===== src/rtl/periodic_framing_pkg.sv =====
// Shared definitions for the periodic framing blocks.
// Holds:
//   - the 3-bit FSM state encoding
//   - the default settings-bus addresses
//   - the 16-bit saturating counter width and a helper that increments
//     without wrapping
package periodic_framing_pkg;

  localparam int          CNT_W   = 16;
  localparam logic [15:0] CNT_MAX = 16'hFFFF;

  localparam logic [7:0] SR_FRAME_LEN_DEF          = 8'd0;
  localparam logic [7:0] SR_GAP_LEN_DEF            = 8'd1;
  localparam logic [7:0] SR_OFFSET_DEF             = 8'd2;
  localparam logic [7:0] SR_NUMBER_SYMBOLS_MAX_DEF = 8'd3;
  localparam logic [7:0] SR_FILL_VALUE_DEF         = 8'd4;

  localparam logic [2:0] ST_IDLE   = 3'd0;
  localparam logic [2:0] ST_OFFSET = 3'd1;
  localparam logic [2:0] ST_FRAME  = 3'd2;
  localparam logic [2:0] ST_PAD    = 3'd3;
  localparam logic [2:0] ST_DRAIN  = 3'd4;
  localparam logic [2:0] ST_GAP    = 3'd5;

  typedef enum logic [2:0] {
    S_IDLE   = ST_IDLE,
    S_OFFSET = ST_OFFSET,
    S_FRAME  = ST_FRAME,
    S_PAD    = ST_PAD,
    S_DRAIN  = ST_DRAIN,
    S_GAP    = ST_GAP
  } state_t;

  // Counters stick at all-ones instead of wrapping back to zero.
  function automatic logic [CNT_W-1:0] sat_inc(input logic [CNT_W-1:0] v);
    return (v == CNT_MAX) ? v : v + 16'd1;
  endfunction

endpackage


===== src/rtl/periodic_deframer_if.sv =====
// AXI-stream style sample bus with an end-of-burst sideband.
// Signals:
//   tdata  - sample word
//   tlast  - end of frame
//   tvalid - beat is valid
//   tready - sink can accept the beat
//   eof    - last frame of a burst, meaningful on the tlast beat
// Modports:
//   master - drives the bus
//   slave  - receives the bus
interface periodic_deframer_if #(
  parameter int WIDTH = 32
) ();
  logic [WIDTH-1:0] tdata;
  logic             tlast;
  logic             tvalid;
  logic             tready;
  logic             eof;

  modport master (output tdata, output tlast, output tvalid, output eof, input tready);
  modport slave  (input tdata, input tlast, input tvalid, input eof, output tready);
endinterface


===== src/rtl/setting_reg.sv =====
// Single settings-bus register: captures data when the strobe hits its address.
// Ports:
//   clk, rst_n     - clock and asynchronous active-low reset
//   clear          - synchronous clear back to the reset value
//   strobe, addr   - settings bus write strobe and address
//   data           - settings bus write data (already narrowed to WIDTH)
//   value          - current register contents
module setting_reg #(
  parameter logic [7:0]       MY_ADDR  = 8'd0,
  parameter int               WIDTH    = 32,
  parameter logic [WIDTH-1:0] AT_RESET = '0
) (
  input  logic             clk,
  input  logic             rst_n,
  input  logic             clear,
  input  logic             strobe,
  input  logic [7:0]       addr,
  input  logic [WIDTH-1:0] data,
  output logic [WIDTH-1:0] value
);

  // Register update: reset/clear to AT_RESET, load on an addressed write.
  always_ff @(posedge clk or negedge rst_n) begin
    if (!rst_n) begin
      value <= AT_RESET;
    end else if (clear) begin
      value <= AT_RESET;
    end else if (strobe && (addr == MY_ADDR)) begin
      value <= data;
    end else begin
      value <= value;
    end
  end

endmodule


===== src/rtl/periodic_deframer.sv =====
// Periodic deframer.
// Turns tlast-delimited symbol frames into a continuous sample stream.
//
// Each burst is laid out as:
//   - `offset` fill samples
//   - then every frame padded or truncated to `frame_len`
//   - with `gap_len` fill samples between frames
//
// A burst ends on the input eof flag or after `numsymbols_max` frames.
//
// Ports:
//   clk, reset_n        - clock, asynchronous active-low reset
//   clear               - synchronous clear, same effect as reset
//   set_stb/addr/data   - settings bus
//   stream_i            - input frames (slave), eof sampled on the tlast beat
//   stream_o            - output sample stream (master), eof driven low
//   trigger_o_tvalid    - mirrors stream_o.tvalid
//   trigger_o_tlast     - marks the first output sample of a burst
//   err_short, err_long - one-cycle pulses, registered, for frames that were
//                         padded (short) or truncated (long)
//
// Build option: define PERIODIC_DEFRAMER_FILL_REG_EN to add a programmable
// fill word at SR_FILL_VALUE. Without it, fill samples are zero.
module periodic_deframer
  import periodic_framing_pkg::*;
#(
  parameter logic [7:0] SR_FRAME_LEN          = SR_FRAME_LEN_DEF,
  parameter logic [7:0] SR_GAP_LEN            = SR_GAP_LEN_DEF,
  parameter logic [7:0] SR_OFFSET             = SR_OFFSET_DEF,
  parameter logic [7:0] SR_NUMBER_SYMBOLS_MAX = SR_NUMBER_SYMBOLS_MAX_DEF,
  parameter logic [7:0] SR_FILL_VALUE         = SR_FILL_VALUE_DEF,
  parameter int         WIDTH                 = 32
) (
  input  logic                 clk,
  input  logic                 reset_n,
  input  logic                 clear,
  input  logic                 set_stb,
  input  logic [7:0]           set_addr,
  input  logic [31:0]          set_data,
  periodic_deframer_if.slave   stream_i,
  periodic_deframer_if.master  stream_o,
  output logic                 trigger_o_tvalid,
  output logic                 trigger_o_tlast,
  output logic                 err_short,
  output logic                 err_long
);

  logic [15:0]      frame_len, gap_len, offset_len, num_max, fl_eff;
  logic [WIDTH-1:0] fill;

  setting_reg #(.MY_ADDR(SR_FRAME_LEN), .WIDTH(16)) sr_frame_len (
    .clk(clk), .rst_n(reset_n), .clear(clear), .strobe(set_stb), .addr(set_addr),
    .data(set_data[15:0]), .value(frame_len));
  setting_reg #(.MY_ADDR(SR_GAP_LEN), .WIDTH(16)) sr_gap_len (
    .clk(clk), .rst_n(reset_n), .clear(clear), .strobe(set_stb), .addr(set_addr),
    .data(set_data[15:0]), .value(gap_len));
  setting_reg #(.MY_ADDR(SR_OFFSET), .WIDTH(16)) sr_offset (
    .clk(clk), .rst_n(reset_n), .clear(clear), .strobe(set_stb), .addr(set_addr),
    .data(set_data[15:0]), .value(offset_len));
  setting_reg #(.MY_ADDR(SR_NUMBER_SYMBOLS_MAX), .WIDTH(16)) sr_num_max (
    .clk(clk), .rst_n(reset_n), .clear(clear), .strobe(set_stb), .addr(set_addr),
    .data(set_data[15:0]), .value(num_max));

`ifdef PERIODIC_DEFRAMER_FILL_REG_EN
  setting_reg #(.MY_ADDR(SR_FILL_VALUE), .WIDTH(WIDTH)) sr_fill (
    .clk(clk), .rst_n(reset_n), .clear(clear), .strobe(set_stb), .addr(set_addr),
    .data(set_data[WIDTH-1:0]), .value(fill));
`else
  assign fill = '0;
  logic unused_set_data;
  assign unused_set_data = ^set_data[31:16];
`endif

  // A zero frame length would never terminate a frame, so treat it as one.
  assign fl_eff = (frame_len == 16'd0) ? 16'd1 : frame_len;

  state_t      state, state_nxt;
  logic [15:0] counter, counter_nxt;
  logic [15:0] frames, frames_nxt;
  logic        eof_l, eof_nxt;
  logic        first, first_nxt;
  logic        short_nxt, long_nxt;
  logic        eof_now, limit_hit, burst_end, period_end, frame_done;
  logic        o_tvalid, o_tlast, i_tready;
  logic [WIDTH-1:0] o_tdata;

  // End-of-burst flag for the frame currently finishing.
  // It comes live from the input on a tlast beat, otherwise from the latch.
  // A truncated frame's eof is not known until its tlast is drained, so its
  // last emitted sample cannot be marked by eof.
  always_comb begin
    if ((state == S_FRAME) || (state == S_DRAIN)) begin
      eof_now = stream_i.tlast & stream_i.eof;
    end else begin
      eof_now = eof_l;
    end
  end

  assign limit_hit  = (num_max != 16'd0) && (({1'b0, frames} + 17'd1) >= {1'b0, num_max});
  assign burst_end  = eof_now | limit_hit;
  assign period_end = (gap_len == 16'd0) | burst_end;

  // Next-state, counters and stream outputs for the burst FSM.
  always_comb begin
    state_nxt   = state;
    counter_nxt = counter;
    frames_nxt  = frames;
    eof_nxt     = eof_l;
    first_nxt   = first;
    short_nxt   = 1'b0;
    long_nxt    = 1'b0;
    frame_done  = 1'b0;
    o_tvalid    = 1'b0;
    o_tdata     = '0;
    o_tlast     = 1'b0;
    i_tready    = 1'b0;

    case (state)
      S_IDLE: begin
        if (stream_i.tvalid) begin
          counter_nxt = 16'd1;
          frames_nxt  = 16'd0;
          eof_nxt     = 1'b0;
          first_nxt   = 1'b1;
          state_nxt   = (offset_len != 16'd0) ? S_OFFSET : S_FRAME;
        end else begin
          state_nxt = S_IDLE;
        end
      end

      S_OFFSET: begin
        o_tvalid = 1'b1;
        o_tdata  = fill;
        if (stream_o.tready) begin
          if (counter >= offset_len) begin
            state_nxt   = S_FRAME;
            counter_nxt = 16'd1;
          end else begin
            counter_nxt = sat_inc(counter);
          end
        end else begin
          counter_nxt = counter;
        end
      end

      S_FRAME: begin
        o_tvalid = stream_i.tvalid;
        o_tdata  = stream_i.tdata;
        i_tready = stream_o.tready;
        o_tlast  = (counter >= fl_eff) ? period_end : 1'b0;
        if (stream_i.tvalid && stream_o.tready) begin
          if (stream_i.tlast) begin
            eof_nxt = stream_i.eof;
            if (counter >= fl_eff) begin
              frame_done = 1'b1;
            end else begin
              state_nxt   = S_PAD;
              short_nxt   = 1'b1;
              counter_nxt = sat_inc(counter);
            end
          end else if (counter >= fl_eff) begin
            // Output frame is complete; the rest of the input frame is dropped.
            long_nxt  = 1'b1;
            state_nxt = S_DRAIN;
          end else begin
            counter_nxt = sat_inc(counter);
          end
        end else begin
          counter_nxt = counter;
        end
      end

      S_PAD: begin
        o_tvalid = 1'b1;
        o_tdata  = fill;
        o_tlast  = (counter >= fl_eff) ? period_end : 1'b0;
        if (stream_o.tready) begin
          if (counter >= fl_eff) begin
            frame_done = 1'b1;
          end else begin
            counter_nxt = sat_inc(counter);
          end
        end else begin
          counter_nxt = counter;
        end
      end

      S_DRAIN: begin
        i_tready = 1'b1;
        if (stream_i.tvalid && stream_i.tlast) begin
          eof_nxt    = stream_i.eof;
          frame_done = 1'b1;
        end else begin
          eof_nxt = eof_l;
        end
      end

      S_GAP: begin
        o_tvalid = 1'b1;
        o_tdata  = fill;
        o_tlast  = (counter >= gap_len);
        if (stream_o.tready) begin
          if (counter >= gap_len) begin
            state_nxt   = S_FRAME;
            counter_nxt = 16'd1;
          end else begin
            counter_nxt = sat_inc(counter);
          end
        end else begin
          counter_nxt = counter;
        end
      end

      default: begin
        state_nxt = S_IDLE;
      end
    endcase

    if (frame_done) begin
      frames_nxt  = sat_inc(frames);
      counter_nxt = 16'd1;
      if (burst_end) begin
        state_nxt = S_IDLE;
      end else if (gap_len == 16'd0) begin
        state_nxt = S_FRAME;
      end else begin
        state_nxt = S_GAP;
      end
    end else begin
      frames_nxt = frames_nxt;
    end

    if (o_tvalid && stream_o.tready) begin
      first_nxt = 1'b0;
    end else begin
      first_nxt = first_nxt;
    end
  end

  // FSM state, counters and registered error pulses.
  always_ff @(posedge clk or negedge reset_n) begin
    if (!reset_n) begin
      state     <= S_IDLE;
      counter   <= 16'd0;
      frames    <= 16'd0;
      eof_l     <= 1'b0;
      first     <= 1'b0;
      err_short <= 1'b0;
      err_long  <= 1'b0;
    end else if (clear) begin
      state     <= S_IDLE;
      counter   <= 16'd0;
      frames    <= 16'd0;
      eof_l     <= 1'b0;
      first     <= 1'b0;
      err_short <= 1'b0;
      err_long  <= 1'b0;
    end else begin
      state     <= state_nxt;
      counter   <= counter_nxt;
      frames    <= frames_nxt;
      eof_l     <= eof_nxt;
      first     <= first_nxt;
      err_short <= short_nxt;
      err_long  <= long_nxt;
    end
  end

  assign stream_o.tvalid = o_tvalid;
  assign stream_o.tdata  = o_tdata;
  assign stream_o.tlast  = o_tlast;
  assign stream_o.eof    = 1'b0;
  assign stream_i.tready = i_tready;
  assign trigger_o_tvalid = o_tvalid;
  assign trigger_o_tlast  = o_tvalid & first;

endmodule


===== src/flat_wrapper.sv =====
// flat-port wrapper written by rule: the top's interface ports become plain ports
module periodic_deframer_flat import periodic_framing_pkg::*;
#(
  parameter logic [7:0] SR_FRAME_LEN          = SR_FRAME_LEN_DEF,
  parameter logic [7:0] SR_GAP_LEN            = SR_GAP_LEN_DEF,
  parameter logic [7:0] SR_OFFSET             = SR_OFFSET_DEF,
  parameter logic [7:0] SR_NUMBER_SYMBOLS_MAX = SR_NUMBER_SYMBOLS_MAX_DEF,
  parameter logic [7:0] SR_FILL_VALUE         = SR_FILL_VALUE_DEF,
  parameter int         WIDTH                 = 32
)
  (clk, reset_n, clear, set_stb, set_addr, set_data, trigger_o_tvalid, trigger_o_tlast, err_short, err_long, stream_i_tdata, stream_i_tlast, stream_i_tvalid, stream_i_eof, stream_i_tready, stream_o_tdata, stream_o_tlast, stream_o_tvalid, stream_o_eof, stream_o_tready);
  periodic_deframer_if #(.WIDTH(WIDTH)) stream_i_i ();
  periodic_deframer_if #(.WIDTH(WIDTH)) stream_o_i ();
  input  logic clk;
  input  logic reset_n;
  input  logic clear;
  input  logic set_stb;
  input  logic [7:0] set_addr;
  input  logic [31:0] set_data;
  output logic trigger_o_tvalid;
  output logic trigger_o_tlast;
  output logic err_short;
  output logic err_long;
  input wire logic [$bits(stream_i_i.tdata)-1:0] stream_i_tdata;
  input wire logic [$bits(stream_i_i.tlast)-1:0] stream_i_tlast;
  input wire logic [$bits(stream_i_i.tvalid)-1:0] stream_i_tvalid;
  input wire logic [$bits(stream_i_i.eof)-1:0] stream_i_eof;
  output wire logic [$bits(stream_i_i.tready)-1:0] stream_i_tready;
  output wire logic [$bits(stream_o_i.tdata)-1:0] stream_o_tdata;
  output wire logic [$bits(stream_o_i.tlast)-1:0] stream_o_tlast;
  output wire logic [$bits(stream_o_i.tvalid)-1:0] stream_o_tvalid;
  output wire logic [$bits(stream_o_i.eof)-1:0] stream_o_eof;
  input wire logic [$bits(stream_o_i.tready)-1:0] stream_o_tready;
  assign stream_i_i.tdata = stream_i_tdata;
  assign stream_i_i.tlast = stream_i_tlast;
  assign stream_i_i.tvalid = stream_i_tvalid;
  assign stream_i_i.eof = stream_i_eof;
  assign stream_i_tready = stream_i_i.tready;
  assign stream_o_tdata = stream_o_i.tdata;
  assign stream_o_tlast = stream_o_i.tlast;
  assign stream_o_tvalid = stream_o_i.tvalid;
  assign stream_o_eof = stream_o_i.eof;
  assign stream_o_i.tready = stream_o_tready;
  periodic_deframer #(.SR_FRAME_LEN(SR_FRAME_LEN), .SR_GAP_LEN(SR_GAP_LEN), .SR_OFFSET(SR_OFFSET), .SR_NUMBER_SYMBOLS_MAX(SR_NUMBER_SYMBOLS_MAX), .SR_FILL_VALUE(SR_FILL_VALUE), .WIDTH(WIDTH)) u_core (.clk(clk), .reset_n(reset_n), .clear(clear), .set_stb(set_stb), .set_addr(set_addr), .set_data(set_data), .stream_i(stream_i_i), .stream_o(stream_o_i), .trigger_o_tvalid(trigger_o_tvalid), .trigger_o_tlast(trigger_o_tlast), .err_short(err_short), .err_long(err_long));
endmodule

===== config.mk =====
export PLATFORM = sky130hd
export DESIGN_NAME = periodic_deframer_flat
export DESIGN_NICKNAME = d
export VERILOG_FILES = /design/src/rtl/periodic_framing_pkg.sv /design/src/rtl/periodic_deframer_if.sv /design/src/rtl/setting_reg.sv /design/src/rtl/periodic_deframer.sv /design/src/flat_wrapper.sv
export SDC_FILE = /design/constraint.sdc
export NUM_CORES = 1
export LEC_CHECK = 0
export BUFFER_PORTS_ARGS = -buffer_cell sky130_fd_sc_hd__buf_4
export CAP_MARGIN = 5
export CORE_MARGIN = 10
export CORE_UTILIZATION = 60
export DETAILED_ROUTE_END_ITERATION = 16
export PLACE_DENSITY = 0.81
export SLEW_MARGIN = 20
export SYNTH_ARGS = -nofsm -noshare
export SYNTH_HDL_FRONTEND = slang
export SYNTH_SLANG_ARGS = --single-unit

===== constraint.sdc =====
create_clock -name clk -period 10.2 [get_ports clk]
set_input_delay 0.51 -clock clk [delete_from_list [all_inputs] [get_ports clk]]
set_output_delay 0.51 -clock clk [all_outputs]
set_load 0.05 [all_outputs]

==> impl_results.md <==
* Routed wire length at 18.9 mm
* Antenna viol nets, final at 0
* Die height at 128 µm
* Port Buf Inserts at 102
* RSZ-0062 raised after global routing: no
* Peak supply drop at between 150 and 200 µV
* DR iter-0 viols at about 530
* WHS at 110 ps
* Worst skew pair latency at 350 ps
* Antenna Cells at 0
* Pre-CTS WS at 6170 ps
* Slowest CP cell: a311oi_1
* Mapped Cells at 783
* Initial Utilization at 61.3%
* Final GP Congestion at 0.935
* Commonest non-fill, non-tap cell in the layout: buf_4
* Final nets at slightly above 1000
* Critical path class: register to register
* Status: completed
* I/O pins at 120
* EDFF count, synth at 0
* # H-tree levels at 3
* Die Area at 0.0164 mm²
* Critical Path AT at ~4400 ps
* Worst-path clk slew at roughly 70 ps
* CTS Root Cell: clkbuf_16
* Slew margin rel. at 32.2%
* Via Count at roughly 6200
* Worst Setup End Kind: register
* Peak fanout along the critical path at 10
* Worst Clk Skew at about 9.0 ps
* Slew Limit Fails at 0
* PwrDens at approximately 160 mW/mm²
* Core area at 0.0115 mm²
* Row count at 39
* Mapped Area at 0.00703 mm²
* Pleak at between 4 and 5 nW
* Most frequent cells in the layout: buf_4 (105), dfrtp_1 (103), nor2_1 (100), inv_1 (76), mux2i_1 (68)
* Ys flop type: dfrtp_1
* Chip Width at 128 µm
* Number of buffers created by CTS at 9
* Crit share post-route at 40.1%
* Post-synthesis async set-or-reset flop share at 100%
* Syn_area_per_cell at 8.98 µm²
* F_max at 0.245 GHz
* CP top delay family: simple AND/OR/NAND/NOR gates
* Setup TNS at 0 ps
* Synth-to-layout area growth at 16.0%
* Fillers at 842
* Hold Path Class: input port to async pin
* Deepest clock path buffer count at 2
* Final setup fails at 0
* Share of cells above drive strength 1 at between 10% and 20%
* Hold buffers post-CTS at 0
* DRC Markers at 0
* First-pass GRT wire length at 30.6 mm
* Pre-antenna DRT Iters at 9
* Final worst path period need at 4090 ps
* CTS sink count at ~100
* Initial antenna violation count at 0
* Post-CTS sizing at 0
* Post-CTS Setup Bufs at 0
* GRT overflow at 0
* Max-cap violation count at 0
* Synth Warn # at 0
* Worst-Margin Slew at 1010 ps
* Overall Global Routing Usage at 22.6%
* Crit start category: register
* Net Count, Synth at around 930
* Register Area at 0.00258 mm²
* CTS tree: done
* Detailed Place HPWL at 14.3 mm
* Drt wl/cell at 18.6 µm
* FF+latch count, synth at roughly 100
* CP peak stage delay at ~790 ps
* DR vias/cell at roughly 6
* Crit-path cells: nor4_1, a41o_1, ha_1, nand2b_1, a2111oi_0, or4b_4, a311oi_2, or2_1, a311oi_1, nor2_2, nor3_2
* Worst Path Buf+Inv at 0
* Fin. Hold Viols at 0
* CP required at 10470 ps
* Yosys cell types at 71
* Largest net degree at the start of global routing at 79
* Sequential share of the synthesized area at 36.7%
* Vias in the first global route at 6194
* Area of the multi-input gates at about 0.0040 mm²
* PnR worst setup slack at 6110 ps
[path summary, 6_finish.rpt]
kind | cells past startpoint | from | slack (ps) | to
max reg2reg | 11 | u_core.sr_frame_len.value[5] | 6110 | u_core.counter[8]
min | 1 | reset_n | 110 | u_core.counter[5]
min in group clk | 2 | stream_o_tready | 410 | u_core.first
max | 11 | u_core.sr_frame_len.value[5] | 6110 | u_core.counter[8]
max in group asynchronous | 2 | reset_n | 8850 | u_core.counter[7]
min reg2reg | 1 | u_core.frames[8] | 530 | u_core.frames[8]
[area by class of cell]
| cell class | count | area share, % |
|---|---|---|
| Clock buffer | 10 | 2.81 |
| Clock inverter | 5 | 1.03 |
| Inverter | 76 | 3.50 |
| Multi-Input combinational cell | 570 | 49.0 |
| Sequential cell | 103 | 31.6 |
| Tap cell | 143 | 2.19 |
| Timing Repair Buffer | 106 | 9.85 |
[state kept, by name (all words and copies together) (netlist names)]
name / count
u_core.err_short: 1
u_core.sr_offset.value: 16
u_core.sr_gap_len.value: 16
u_core.state: 3
u_core.err_long: 1
u_core.sr_frame_len.value: 16
u_core.first: 1
u_core.counter: 16
u_core.sr_num_max.value: 16
u_core.frames: 16
u_core.eof_l: 1
[cells in the mapped netlist, drive strengths merged (3+ instances only)]
cell     count  area [µm²]
nor2       101         382
nor4        17         106
or3          9        66.3
a311oi       3        32.5
o31ai        3        27.5
a31oi        5        31.3
nand2       42         158
xor2         3        26.3
nand4       12        81.3
buf         12         100
a211oi       3        22.5
nor3        12        70.1
xnor2       11        96.3
clkbuf      22        82.6
nand2b       6        37.5
nand3       25         125
o22ai        4        25.0
inv         76         285
and2         3        20.0
dfrtp      103        2580
o21ai       28         140
ha          66         826
o211ai       4        30.0
a21oi       48         240
mux2i       68         681
a21o         6        45.0
a22o        11        96.3
and3        38         239
o2111ai      3        26.3
[stage by stage]
stage               cells  power, W  instance area, µm²  utilization, %
floorplan             783  0.000825                7030               -
global placement      997  0.000952                7820            68.2
detailed placement    997  0.000964                7820            68.2
CTS                  1012   0.00133                8130            70.9
global route         1013   0.00139                8150            71.1
finish               1013   0.00133                8150            71.1
[routing by layer]
metal | up-vias | global-route usage, % | part of all wire (%)
li1 | 2937 | - | -
met2 | 257 | 36.7 | 48
met4 | 0 | 9.27 | 3.1
met3 | 54 | 5.33 | 7.9
met1 | 2986 | 28.1 | 41
met5 | - | 0 | 0
[cell families (layout without fill, tap and decap cells)]
kind of cell / after synthesis / after routing / share of synthesized area, %
adder cells (fa/ha/maj): 66 / 66 / 11.8
flip-flops: 103 / 103 / 36.7
AO/OA/AOI/OAI: 138 / 138 / 13.0
XOR/XNOR: 14 / 14 / 1.74
buffers and inverters: 110 / 197 / 6.66
other: 1 / 1 / 0.0534
multiplexers: 69 / 69 / 9.85
AND/OR/NAND/NOR: 282 / 282 / 20.3
[power breakdown]
| part | switching, W | internal (W) |
|---|---|---|
| clock network | 0.000155 | 0.000214 |
| registers | 0.0000297 | 0.000418 |
| logic | 0.000346 | 0.000168 |
Power figures use the tool's default switching activity.
